===== src/rtl/n_bit_chunk_adder.sv =====
`default_nettype none
// ============================================================================
//  Module      : n_bit_chunk_adder
//  Description : Multi-cycle adder/subtractor. Adds CHUNK bits of the latched
//                operands per clock with a rippling carry held in a register,
//                producing a WIDTH-bit result after WIDTH/CHUNK cycles.
//  Revision    : 1.0 - initial release
// ============================================================================
module n_bit_chunk_adder #(
  parameter int WIDTH = 8,
  parameter int CHUNK = 2
) (
  input  logic             clk,
  input  logic             rst,
  input  logic             start,
  input  logic [WIDTH-1:0] a,
  input  logic [WIDTH-1:0] b,
  input  logic             cin,
  input  logic             sub,
  output logic             busy,
  output logic             done,
  output logic [WIDTH-1:0] sum,
  output logic             cout,
  output logic             ovf
);

  localparam int c_n     = WIDTH / CHUNK;
  localparam int c_cnt_w = (c_n > 1) ? $clog2(c_n) : 1;
  localparam logic [c_cnt_w-1:0] c_last = c_cnt_w'(c_n - 1);

  typedef enum logic [1:0] {
    ST_IDLE = 2'd0,
    ST_RUN  = 2'd1,
    ST_DONE = 2'd2
  } state_t;

  state_t             r_state;
  state_t             w_state_nxt;
  logic [c_cnt_w-1:0] r_cnt;
  logic [WIDTH-1:0]   r_a;
  logic [WIDTH-1:0]   r_b;
  logic               r_carry;
  logic [WIDTH-1:0]   r_acc;
  logic [CHUNK:0]     w_chunk_sum;
  logic [WIDTH-1:0]   w_result;
  logic               w_last;
  logic               w_load;

  assign w_last = (r_cnt == c_last);
  // A new operation may be accepted from IDLE or straight out of DONE.
  assign w_load = start && (r_state != ST_RUN);

  // Add the current chunk of both operands with the running carry and merge
  // it into the partial result, so the final edge can publish a full word.
  always_comb begin
    w_chunk_sum = {1'b0, r_a[r_cnt*CHUNK +: CHUNK]}
                + {1'b0, r_b[r_cnt*CHUNK +: CHUNK]}
                + (CHUNK+1)'(r_carry);
    w_result = r_acc;
    w_result[r_cnt*CHUNK +: CHUNK] = w_chunk_sum[CHUNK-1:0];
  end

  // State register.
  always_ff @(posedge clk or posedge rst) begin
    if (rst) r_state <= ST_IDLE;
    else     r_state <= w_state_nxt;
  end

  // Next-state logic and status outputs; start is ignored while running.
  always_comb begin
    w_state_nxt = r_state;
    busy        = 1'b0;
    done        = 1'b0;
    case (r_state)
      ST_IDLE: begin
        if (start) w_state_nxt = ST_RUN;
      end
      ST_RUN: begin
        busy = 1'b1;
        if (w_last) w_state_nxt = ST_DONE;
      end
      ST_DONE: begin
        done        = 1'b1;
        w_state_nxt = start ? ST_RUN : ST_IDLE;
      end
      default: w_state_nxt = ST_IDLE;
    endcase
  end

  // Operand capture, chunk-serial accumulation and result publication.
  // Subtraction is a + ~b + ~cin, so cout=1 reads as "no borrow".
  always_ff @(posedge clk or posedge rst) begin
    if (rst) begin
      r_a     <= '0;
      r_b     <= '0;
      r_carry <= 1'b0;
      r_cnt   <= '0;
      r_acc   <= '0;
      sum     <= '0;
      cout    <= 1'b0;
      ovf     <= 1'b0;
    end else if (w_load) begin
      r_a     <= a;
      r_b     <= sub ? ~b : b;
      r_carry <= cin ^ sub;
      r_cnt   <= '0;
      r_acc   <= '0;
    end else if (r_state == ST_RUN) begin
      r_acc   <= w_result;
      r_carry <= w_chunk_sum[CHUNK];
      r_cnt   <= r_cnt + 1'b1;
      if (w_last) begin
        sum  <= w_result;
        cout <= w_chunk_sum[CHUNK];
        // Carry-in XOR carry-out of the MSB, expressed via the sign bits:
        // like-signed operands producing an opposite-signed result.
        ovf  <= (r_a[WIDTH-1] == r_b[WIDTH-1]) &&
                (w_result[WIDTH-1] != r_a[WIDTH-1]);
      end
    end
  end

endmodule
`default_nettype wire


===== config.mk =====
export PLATFORM = sky130hd
export DESIGN_NAME = n_bit_chunk_adder
export DESIGN_NICKNAME = d
export VERILOG_FILES = /design/src/rtl/n_bit_chunk_adder.sv
export SDC_FILE = /design/constraint.sdc
export NUM_CORES = 1
export LEC_CHECK = 0
export ABC_AREA = 1
export CAP_MARGIN = 20
export CORE_ASPECT_RATIO = 1.75
export CORE_MARGIN = 4
export CORE_UTILIZATION = 52
export DETAILED_ROUTE_END_ITERATION = 12
export PLACE_DENSITY = 0.78
export SETUP_SLACK_MARGIN = 0.5
export SLEW_MARGIN = 20
export SYNTH_ARGS = -nofsm -noshare
export SYNTH_HDL_FRONTEND = slang
export SYNTH_SLANG_ARGS = --single-unit

===== constraint.sdc =====
create_clock -name clk -period 2.8 [get_ports clk]
set_input_delay 0.56 -clock clk [delete_from_list [all_inputs] [get_ports clk]]
set_output_delay 0.56 -clock clk [all_outputs]
set_load 0.01 [all_outputs]

======== Word level (Yosys, flattened, before mapping) ========
Cells that the tools add are included.
cells by class
  $add $sub $neg .......................... 4
  multipliers ............................. 0
  reductions and logical operators ........ 6
  divide/modulo/power cells ............... 0
  shift-type cells ........................ 4
  multiplexer cells ....................... 14
  $lt $le $gt $ge ......................... 0
  bitwise logic cells ..................... 3
  eq/ne operators ......................... 8
operator list
  kind                                                                     number
  3-bit negation with 34-bit output                                        1
  2-bit by 34-bit variable shift with 8-bit output (first input constant)  1
  2-bit by 34-bit indexed part select with 8-bit output                    1
  8-bit 2-to-1 mux                                                         3
  8-bit by 4-bit indexed part select with 2-bit output                     2
  8-bit bitwise mux                                                        1
  2-bit 2-to-1 mux                                                         4
  8-bit inverter                                                           1
  2-bit one-hot mux with 3 select lines                                    1
  1-bit 2-to-1 mux                                                         5
  2-bit equality test (second input constant)                              2
  2-bit != test (second input constant)                                    2
  2-bit by 2-bit adder with 3-bit output                                   1
  3-bit by 1-bit adder with 3-bit output                                   1
  3-bit AND reduction                                                      1
  2-bit by 1-bit adder with 2-bit output (second input constant)           1
  2-bit by 1-bit equality test with 1-bit output (second input constant)   1
  1-bit logical AND                                                        2
  2-bit logical NOT                                                        1
  2-bit by 1-bit != test with 1-bit output (second input constant)         1
  2-bit AND reduction                                                      1
  2-bit nonzero test                                                       1
  1-bit equality test                                                      1
  1-bit != test                                                            1
  2 further kinds                                                          2
storage, ports and cells
  RAM bits ................................ 0
  memories kept ........................... 0
  flip-flop bits (word level) ............. 39
  memory bits (read-only) ................. 0
  latch bits .............................. 0
  logic and storage cells ................. 48

======== Depth between registers and ports, before layout ========
  depth after elaboration ................. 7
  gate-level depth with buffers ........... 13
  depth with buffers taken out ............ 12

======== Worst setup path after synthesis ========
OpenSTA, ideal clock, no wires.
  kind .................................... register -> register
  start point ............................. register r_cnt[0]
  end point ............................... register ovf
  data arrival time ....................... 2.227 ns
  cell stages (with the launch flop) ...... 13
  setup slack ............................. 0.508 ns
  cell sequence ........................... dfrtp_1 -> inv_2 -> buf_2 -> o21ai_1 -> o22ai_1 -> fa_1 -> fa_1 -> nand3_1 -> o21bai_1 -> nand2_1 -> nand2_1 -> nand2_1 -> nand2_1
on the way
  cells in the longest elaborated chain, start to end .. 7
RTL lines
  element                                                                  RTL line  text
  start, declared                                                          39        logic [c_cnt_w-1:0] r_cnt;
  start signal, assigned                                                   111       r_cnt <= r_cnt + 1'b1;
  8-bit by 4-bit indexed part select with 2-bit output (on tied branches)  56, 57
  2-bit by 2-bit adder with 3-bit output                                   57        + {1'b0, r_b[r_cnt*CHUNK +: CHUNK]}
  3-bit by 1-bit adder with 3-bit output                                   58        + (CHUNK+1)'(r_carry);
  2-bit by 34-bit indexed part select with 8-bit output                    60        w_result[r_cnt*CHUNK +: CHUNK] = w_chunk_sum[CHUNK-1:0];
  8-bit bitwise mux                                                        60
  1-bit != test                                                            118       (w_result[WIDTH-1] != r_a[WIDTH-1]);
  1-bit logical AND                                                        117       ovf <= (r_a[WIDTH-1] == r_b[WIDTH-1]) &&
  end signal, assigned                                                     117
  end, declared                                                            24        output logic ovf
Several ways; a longest one is shown, not always the timed one.
A chain may end at the register's enable or synchronous reset.

======== Worst setup path after layout ========
Ends and elaborated chain as after synthesis.

==> results.py <==
metrics = {
    "route": {
        "drt_iter0_markers": 16,
        "drt_pre_antenna_iters": 4,
        "drcViolationCount": 0,
        "wl_per_cell_um": 13.15,
        "via_count": 1623,
        "ant_nets": 0,
        "finalWirelength_um": 4196,
        "via_per_inst": 5.088,
    },
    "worst_setup_path": {
        "cp-start-kind": "flop",
        "critPathMaxFanout": 7,
        "worstSetupPathType": "flop to flop",
        "r2r_cells": 11,
        "cp.required_ns": 3.02,
        "cp_data_arrival_time_ns": 2.56,
        "cp-end-kind": "flop",
    },
    "floorplanning": {
        "die_h_um": 89.21,
        "die_area_mm2": 0.004853,
        "initial_utilization": 0.5400,
        "rows": 29,
        "num_io_pins": 33,
        "fp.coreArea_mm2": 0.003628,
        "die_x_um": 54.40,
    },
    "cts": {
        "clk_pin_slew_ns": 0.08,
        "cts_hold_buffers": 0,
        "root_buffer": "clkbuf_8",
        "clock_path_buffers": 2,
        "htreeDepth": 2,
        "tritoncts": "yes",
        "clock_latency_ns": 0.29,
        "clock-sinks": 39,
        "cts_made_buffers": 5,
    },
    "flow_run": {
        "maxCapViolations": 0,
    },
    "power": {
        "power_leakage_nw": 1.188,
        "seq_power_share": 0.347,
        "switchingPower_mw": 1.217,
        "power_density_mw_per_mm2": 1143,
        "p_comb_frac": 0.520,
        "internal_power_mw": 1.604,
        "p_total_mw": 2.820,
        "ir_worst_vdd_uv": 665.0,
        "switching_share": 0.4314,
        "clock_power_share": 0.132,
    },
    "grt": {
        "grt_pass1_wl_um": 6941,
        "first_global_vias": 1584,
        "grt_max_degree": 40,
        "track_usage": 0.1982,
        "grt_overflow": 0,
        "antenna_found_initial": 0,
    },
    "synthesis": {
        "yosys_register_bits": 39,
        "synth_seq_area_share": 0.4981,
        "syn_inst": 235,
        "netlist_area_mm2": 0.001959,
        "post_synth_num_cell_types": 20,
        "synth_fp_nets": 264,
        "syn_avg_cell_area_um2": 8.338,
        "yosysWarnings": 0,
    },
    "sta": {
        "max-slew-margin-rel": 0.6749,
        "finalSetupViolCount": 0,
        "worstMarginPinSlew_ns": 0.4876,
        "fin_setup_tns_ns": 0,
        "hold_viol_final": 0,
        "hold_ws_ns": 0.4772,
        "min_period_ns": 2.337,
        "grt_setup_unrepaired": "true",
        "min_period_over_period": 0.8345,
        "fin_skew_ns": 0.009550,
        "final_max_slew_viol_count": 0,
        "max_freq_mhz": 428.0,
    },
    "layout": {
        "layout.nets": 302,
        "syn2layout_area_growth_pct": 25.93,
        "antenna_cells": 0,
        "regArea_um2": 978.4,
        "drive_gt1_frac": 0.1319,
        "multi_input_area_um2": 880.8,
        "num-fill-cells": 308,
    },
    "placement": {
        "dpl.hpwl_um": 2980,
        "port_buffers": 32,
        "gp_congestion": 0.9068,
    },
    "worst_hold_path": {
        "holdCritPathClass": "flop to flop",
        "hold_depth": 2,
    },
    "outcome": {
        "status": "finished, final reports clean",
    },
}
==> registers in the layout, summed over array words and instances (netlist names) <==
register / count
r_b: 8
r_state: 2
r_carry: 1
ovf: 1
r_a: 8
r_cnt: 2
r_acc: 8
cout: 1
sum: 8
==> per-layer routing <==
metal / vias up / wire (µm) / global-route usage
met3: 10 / 131 / 0.04341
met1: 769 / 1565 / 0.2033
li1: 814 / - / -
met5: - / 0 / 0
met2: 30 / 2366 / 0.3577
met4: 0 / 133 / 0.1043
==> through the flow <==
stage | utilization | cell area, µm² | std cells | setup slack (ns)
detailed placement | 0.6328 | 2296 | 307 | 0.1943
global route | 0.6800 | 2467 | 319 | 0.3172
finish | 0.6800 | 2467 | 319 | 0.4634
global placement | 0.6328 | 2296 | 307 | 0.2596
floorplan | - | 1959 | 235 | 0.5077
CTS | 0.6652 | 2414 | 317 | 0.5117
==> cell families after synthesis <==
kind of cell | share of synthesized area
fa+ha+maj | 0.05875
compound gates | 0.1092
xor+xnor | 0.04023
flops | 0.4981
buf+inv | 0.07471
simple gates | 0.2190
==> power by group through the flow <==
stage | sequential, mW | combinational (mW) | clock (mW)
after floorplan | 0.950 | 0.906 | 0
after global placement | 0.980 | 1.25 | 0
after detailed placement | 0.986 | 1.26 | 0
after CTS | 0.965 | 1.33 | 0.382
after global routing | 0.997 | 1.63 | 0.407
final | 0.980 | 1.47 | 0.373
==> synth_stat cells (all sizes together) <==
master  number  area [µm²]
nand4        1       6.260
o22ai       13       81.33
nand3        3       15.01
o21bai       1       7.510
inv         24       90.09
ha           6       75.07
nand2       89       351.6
xnor2        8       70.07
buf          8       56.30
fa           2       40.04
xor2         1       8.760
o21ai       25       125.1
nor2        15       56.30
dfrtp       39       975.9
==> what timing repair did <==
| item | in CTS | in global routing |
|---|---|---|
| endpoints found under the setup margin | 9 | 5 |
| pin swaps | 1 | 1 |
| resized for setup | 5 | 11 |
| setup buffers | 3 | 2 |
| hold endpoints to repair | 0 | 0 |
==> worst max-delay path, stage by stage, from the launching register on <==
cell      delay [ns]
dfrtp_2         0.45
inv_2           0.10
o21ai_1         0.18
o22ai_2         0.10
fa_2            0.35
fa_1            0.55
nand3_1         0.13
o21bai_2        0.19
nand2_1         0.06
nand2_1         0.06
nand2_1         0.05
nand2_1         0.06
==> final timing paths <==
check	slack, ns	startpoint	endpoint
max reg2reg	0.46	r_cnt[0]	ovf
min	0.48	sum[6]	sum[6]
max	0.46	r_cnt[0]	ovf
min reg2reg	0.48	sum[6]	sum[6]
min in group asynchronous	0.68	rst	sum[4]
max in group asynchronous	1.76	rst	r_cnt[0]
==> final cells by class <==
class | count | area share
clock buffer | 6 | 0.03347
sequential | 39 | 0.3966
clock inverter | 1 | 0.002028
timing repair buffer | 39 | 0.1511
tap | 46 | 0.02333
inverter | 24 | 0.03651
multi-input combinational | 164 | 0.3570
==> placed cells by master, fill, tap and decap left out, drive strengths merged <==
master,Yosys,layout
nand2,89,89
dfrtp,39,39
clkdlybuf4s50,0,32
o21ai,25,25
inv,24,24
nor2,15,15
o22ai,13,13
xnor2,8,8
buf,8,7
ha,6,6
clkbuf,0,6
nand3,3,3
fa,2,2
o21bai,1,1
xor2,1,1
nand4,1,1
clkinv,0,1
Power figures use the tool's default switching activity.
